### src/rtl/uart_rx_pkg.sv
// Shared types and constants for the 8N1 UART receiver.
package uart_rx_pkg;

  typedef enum logic [2:0] {
    s_IDLE,
    s_RX_START_BIT,
    s_RX_DATA_BITS,
    s_RX_STOP_BIT,
    s_CLEANUP
  } state_t;

  localparam int DATA_BITS = 8;

endpackage

### src/rtl/uart_rx_bit_index.sv
// Data-bit position tracker for the UART receiver; bit_done flags the sample of the last data bit.
module uart_rx_bit_index
  import uart_rx_pkg::*;
#(
  parameter int CLKS_PER_BIT = 5208
) (
  input  logic        i_Clock,
  input  logic        i_Reset,
  input  state_t      current_state,
  input  logic [15:0] clock_count,
  output logic [2:0]  bit_index,
  output logic        bit_done
);

  localparam logic [15:0] LAST    = 16'(CLKS_PER_BIT - 1);
  localparam logic [2:0]  IDX_MAX = 3'(DATA_BITS - 1);

  logic [2:0] idx_q;
  logic       sample;

  assign sample    = (current_state == s_RX_DATA_BITS) && (clock_count == LAST);
  assign bit_done  = sample && (idx_q == IDX_MAX);
  assign bit_index = idx_q;

  always_ff @(posedge i_Clock) begin
    if (i_Reset) begin
      idx_q <= 3'd0;
    end else if (current_state == s_IDLE) begin
      idx_q <= 3'd0;
    end else if (sample) begin
      idx_q <= bit_done ? 3'd0 : idx_q + 3'd1;
    end
  end

endmodule

### src/rtl/uart_rx_frame.sv
// 8N1 UART receiver: two-flop synchroniser, start-edge detect, mid-bit sampling,
// one-cycle good-byte and framing-error strobes.
module uart_rx_frame
  import uart_rx_pkg::*;
#(
  parameter int CLKS_PER_BIT = 5208
) (
  input  logic       i_Clock,
  input  logic       i_Reset,
  input  logic       i_Rx_Serial,
  output logic       o_Rx_DV,
  output logic [7:0] o_Rx_Byte,
  output logic       o_Rx_Frame_Err,
  output logic       o_Rx_Busy
);

  localparam logic [15:0] HALF = 16'((CLKS_PER_BIT - 1) / 2);
  localparam logic [15:0] LAST = 16'(CLKS_PER_BIT - 1);

  logic                 rx_meta_q, rx_sync_q, rx_prev_q;
  logic [1:0]           warm_q;
  logic                 fall_edge;
  state_t               state_q;
  logic [15:0]          clk_cnt_q;
  logic [DATA_BITS-1:0] shift_q;
  logic [2:0]           bit_index;
  logic                 bit_done;
  logic                 dv_q, err_q, busy_q;
  logic [7:0]           byte_q;

  // rx_prev_q is held low until the real line has reached rx_sync_q, so the
  // reset value of the synchroniser can never fake the high half of a start edge.
  always_ff @(posedge i_Clock) begin
    if (i_Reset) begin
      rx_meta_q <= 1'b1;
      rx_sync_q <= 1'b1;
      rx_prev_q <= 1'b0;
      warm_q    <= 2'b00;
    end else begin
      rx_meta_q <= i_Rx_Serial;
      rx_sync_q <= rx_meta_q;
      warm_q    <= {warm_q[0], 1'b1};
      rx_prev_q <= warm_q[1] & rx_sync_q;
    end
  end

  assign fall_edge = rx_prev_q & ~rx_sync_q;

  uart_rx_bit_index #(
    .CLKS_PER_BIT(CLKS_PER_BIT)
  ) u_bit_index (
    .i_Clock      (i_Clock),
    .i_Reset      (i_Reset),
    .current_state(state_q),
    .clock_count  (clk_cnt_q),
    .bit_index    (bit_index),
    .bit_done     (bit_done)
  );

  always_ff @(posedge i_Clock) begin
    if ((state_q == s_RX_DATA_BITS) && (clk_cnt_q == LAST)) begin
      shift_q[bit_index] <= rx_sync_q;
    end
  end

  always_ff @(posedge i_Clock) begin
    if (i_Reset) begin
      state_q   <= s_IDLE;
      clk_cnt_q <= 16'd0;
      dv_q      <= 1'b0;
      err_q     <= 1'b0;
      busy_q    <= 1'b0;
      byte_q    <= 8'h00;
    end else begin
      dv_q  <= 1'b0;
      err_q <= 1'b0;
      case (state_q)
        s_IDLE: begin
          clk_cnt_q <= 16'd0;
          if (fall_edge) begin
            state_q <= s_RX_START_BIT;
            busy_q  <= 1'b1;
          end
        end
        s_RX_START_BIT: begin
          if (clk_cnt_q == HALF) begin
            clk_cnt_q <= 16'd0;
            if (!rx_sync_q) begin
              state_q <= s_RX_DATA_BITS;
            end else begin
              state_q <= s_IDLE;
              busy_q  <= 1'b0;
            end
          end else begin
            clk_cnt_q <= clk_cnt_q + 16'd1;
          end
        end
        s_RX_DATA_BITS: begin
          if (clk_cnt_q == LAST) begin
            clk_cnt_q <= 16'd0;
            if (bit_done) state_q <= s_RX_STOP_BIT;
          end else begin
            clk_cnt_q <= clk_cnt_q + 16'd1;
          end
        end
        s_RX_STOP_BIT: begin
          if (clk_cnt_q == LAST) begin
            clk_cnt_q <= 16'd0;
            state_q   <= s_CLEANUP;
            if (rx_sync_q) begin
              byte_q <= shift_q;
              dv_q   <= 1'b1;
            end else begin
              err_q  <= 1'b1;
            end
          end else begin
            clk_cnt_q <= clk_cnt_q + 16'd1;
          end
        end
        s_CLEANUP: begin
          // Keep watching for a start edge so back-to-back frames are not lost.
          clk_cnt_q <= 16'd0;
          if (fall_edge) begin
            state_q <= s_RX_START_BIT;
          end else begin
            state_q <= s_IDLE;
            busy_q  <= 1'b0;
          end
        end
        default: begin
          state_q   <= s_IDLE;
          clk_cnt_q <= 16'd0;
          busy_q    <= 1'b0;
        end
      endcase
    end
  end

  assign o_Rx_DV        = dv_q;
  assign o_Rx_Frame_Err = err_q;
  assign o_Rx_Busy      = busy_q;
  assign o_Rx_Byte      = byte_q;

endmodule

### config.mk
export PLATFORM = sky130hd
export DESIGN_NAME = uart_rx_frame
export DESIGN_NICKNAME = d
export VERILOG_FILES = /design/src/rtl/uart_rx_pkg.sv /design/src/rtl/uart_rx_bit_index.sv /design/src/rtl/uart_rx_frame.sv
export SDC_FILE = /design/constraint.sdc
export NUM_CORES = 1
export LEC_CHECK = 0
export CAP_MARGIN = 20
export CORE_MARGIN = 5
export CORE_UTILIZATION = 35
export CTS_BUF_LIST = sky130_fd_sc_hd__clkbuf_16
export DETAILED_ROUTE_END_ITERATION = 10
export PLACE_DENSITY = 0.5
export SETUP_SLACK_MARGIN = 0.2
export SLEW_MARGIN = 40
export SYNTH_ARGS = -nofsm -noshare
export SYNTH_HDL_FRONTEND = slang
export SYNTH_SLANG_ARGS = --single-unit
### constraint.sdc
create_clock -name i_Clock -period 4.65 [get_ports i_Clock]
set_input_delay 0.465 -clock i_Clock [delete_from_list [all_inputs] [get_ports i_Clock]]
set_output_delay 0.465 -clock i_Clock [all_outputs]
set_load 0.05 [all_outputs]
==> impl_summary.txt <==
----------------------------------------------------
[Outcome]
  Result of the run ... complete, no violations

[Critical path]
  Minimum setup slack among reg-to-reg paths ... 2.21 ns
  Worst Path Max Fanout ... 10
  Start of the worst register-to-register path ... clk_cnt_q[0]$_SDFF_PP0_
  Worst path buffer plus inverter count ... 0
  Startpoint Class ... flip-flop
  Logic depth of the worst register-to-register path ... 6
  Capture point of the worst reg-to-reg path ... shift_q[1]$_DFFE_PP_
  List of cells traversed by the critical path ... ha_1 > nor4b_4 > nand4_2 > or4_4 > or2_2 > nor3_1
  Data required, critical path ... 4.63 ns
  CP max stage cell ... or4_4
  Data arrival, critical path ... 2.42 ns
  Critical Path Sink Type ... flip-flop
  Delay of the slowest cell on the worst path ... 0.52 ns
  Critical path class ... reg2reg
  Family with the most delay on the worst path ... simple AND/OR/NAND/NOR gates
  Critical path depth ... 6

[CTS]
  Number of hold-repair buffers added at the cts stage ... 0
  TritonCTS buffer count ... 5
  CTS tree ... done
  Clock latency of the later-clocked register in the worst-skew pair ... 0.28 ns
  Post-CTS Resized ... 0
  Clock Sinks ... 46
  H-tree lvl count ... 2
  Post-CTS Setup Inserts ... 0
  Clk buf depth ... 2
  Clock Root Buffer ... clkbuf_16
  Clk slew on worst S/H paths ... 0.06 ns

[Worst hold path]
  Worst Hold Class ... reg2reg
  Worst hold path startpoint ... rx_meta_q$_SDFF_PP1_
  End point of the worst hold path ... rx_sync_q$_SDFF_PP1_
  Hold Path Stages ... 1

[Layout]
  Layout-stage area growth over the synthesis result ... 16.8%
  Net count reported at finish ... 215
  Commonest non-fill, non-tap cell in the layout ... dfxtp_1
  Antenna diode count ... 0
  Top library cells by usage in the layout, fill and taps aside ... dfxtp_1 (38), nor2_1 (35), nand2_1 (14), clkdlybuf4s50_1 (13), mux2i_1 (9)
  Fill count ... 529
  Proportion of layout cells with a drive suffix above 1 ... 9.05%

[Die]
  Cell row count ... 27
  Chip Height ... 84.5 µm
  Die Wd ... 84.5 µm
  Die Outline Area ... 0.00713 mm²
  Count of pins on the block boundary ... 14
  Starting Density ... 35.7%
  Core region area ... 0.00544 mm²

[Synth]
  Synth Area per Inst ... 9.90 µm²
  Post-Synthesis Cell Area ... 0.00194 mm²
  Async set or reset register ratio after synthesis ... 0%
  Number of flops mapped to enable cells by yosys ... 8
  Post-synth top flop ... dfxtp_1
  Synth Register Bits ... 46
  Seq/Total Area, Yosys ... 51.6%
  Number of standard cells after synthesis ... 196
  Synthesized net count ... 202
  Synthesis Warnings ... 0
  Count of cell types in the netlist ... 39

[Route]
  Total length of routed wires ... 3.49 mm
  Post-DRT Antenna Nets ... 0
  Total vias in the final route ... 1418
  DRC violation total after the first TritonRoute iteration ... 107
  Number of design rule violations left after detail routing ... 0
  Wire length per cell after detailed routing ... 12.4 µm
  Drt via density ... 5.03
  Length of the first detailed-routing pass in iterations ... 4

[Power]
  Leak Pwr ... 0.851 nW
  Maximum ir drop on the vdd rail ... 0.158 mV
  Power Density ... 332 mW/mm²

[Global route]
  Total routing resource utilization after global routing ... 10.6%
  Wire length of the first global-routing pass ... 6.17 mm
  Antenna violations before repair ... 0
  Number of global-route vias before repair ... 1452
  Global-route congestion overflow total ... 0
  Largest net degree at the start of global routing ... 19

[STA]
  Post-route setup TNS ... 0 ns
  Setup clock skew after layout ... 0.00434 ns
  Final critical-path share of the clock period ... 52.4%
  Max Freq ... 410 MHz
  Number of pins exceeding their max-slew limit in the final report ... 0
  Setup-failing EPs final ... 0
  Transition time at the pin with the least slew margin ... 0.661 ns
  Worst hold margin ... 0.418 ns
  Number of hold violations in the final report ... 0
  Minimum period implied by the final worst setup slack ... 2.44 ns
  Slew HR ... 55.8%
  Unrepaired setup endpoints after global routing ... no

[Placed design]
  DP HPWL ... 2.55 mm
  Global placer's final weighted congestion ... 0.803
  Number of port buffers ... 13

[Flow run]
  Max cap viols ... 0

----------------------------------------------------
## cell usage after synthesis (all sizes together) (4+ instances only)
library cell	number	area, µm²
inv	6	22.5
nand3	4	20.0
nand4	5	37.5
a21oi	5	25.0
dfxtp	38	761
edfxtp	8	240
nor3	8	40.0
nand2b	4	25.0
or2	4	25.0
nor2	35	131
xnor2	6	52.6
clkbuf	4	15.0
nor4	5	46.3
mux2i	9	90.1
xor2	8	70.1
and3	6	40.0
nand2	14	52.6
## report_power, final
group | internal, mW | total, mW | switching [mW]
clock network | 0.197 | 0.337 | 0.140
registers | 0.407 | 0.409 | 0.00172
logic | 0.00352 | 0.00823 | 0.00471
total | 0.607 | 0.754 | 0.147
## flip-flops by register name, indices dropped and copies added, names as in the netlist
signal	count
clk_cnt_q	16
o_Rx_Busy	1
o_Rx_Byte	8
o_Rx_DV	1
o_Rx_Frame_Err	1
rx_meta_q	1
rx_prev_q	1
rx_sync_q	1
shift_q	8
state_q	3
u_bit_index.bit_index	3
warm_q	2
## kinds of logic (layout without fill, tap and decap cells)
group           after synthesis  after routing  share of synthesized area [%]
flops                        46             46                           51.6
compound gates               11             11                           3.48
buf+inv                      13             27                           3.03
simple gates                 99             99                           28.4
mux                          10             10                           5.22
xor+xnor                     14             14                           6.32
fa+ha+maj                     3              3                           1.93
## cell type report
cell class                 instances  area [µm²]  share of cell area, %
clock buffer                       5         125                   5.52
clock inverter                     3        17.5                  0.773
inverter                           6        22.5                  0.993
multi-input combinational        137         881                   38.9
sequential                        46        1000                   44.2
tap                               72        90.1                   3.97
timing repair buffer              13         130                   5.74
## layer usage
layer | global-route usage, % | vias up | part of all wire, %
li1 | - | 704 | -
met1 | 11.3 | 676 | 44
met2 | 19.1 | 30 | 50
met3 | 3.34 | 8 | 4.1
met4 | 4.75 | 0 | 1.7
met5 | 0 | - | 0
## how the worst max path moves through the flow
stage | from | to | slack [ns]
2_1_floorplan | clk_cnt_q[0]$_SDFF_PP0_ | shift_q[1]$_DFFE_PP_ | 2.35
3_3_place_gp | clk_cnt_q[0]$_SDFF_PP0_ | shift_q[1]$_DFFE_PP_ | 2.31
3_5_place_dp | clk_cnt_q[0]$_SDFF_PP0_ | shift_q[1]$_DFFE_PP_ | 2.23
4_1_cts | clk_cnt_q[0]$_SDFF_PP0_ | shift_q[1]$_DFFE_PP_ | 2.22
5_1_grt | clk_cnt_q[0]$_SDFF_PP0_ | shift_q[1]$_DFFE_PP_ | 2.09
6_report | clk_cnt_q[0]$_SDFF_PP0_ | shift_q[1]$_DFFE_PP_ | 2.21
## through the flow
stage	area [µm²]	util (%)	setup WS (ns)	total power, mW	instances
after floorplan	1940	-	2.35	0.422	196
after global placement	2120	39.1	2.31	0.426	274
after detailed placement	2120	39.1	2.23	0.426	274
after CTS	2270	41.7	2.22	0.762	282
after global routing	2270	41.7	2.09	0.783	282
final	2270	41.7	2.21	0.754	282
No activity file was read; power rests on OpenSTA's default activity.
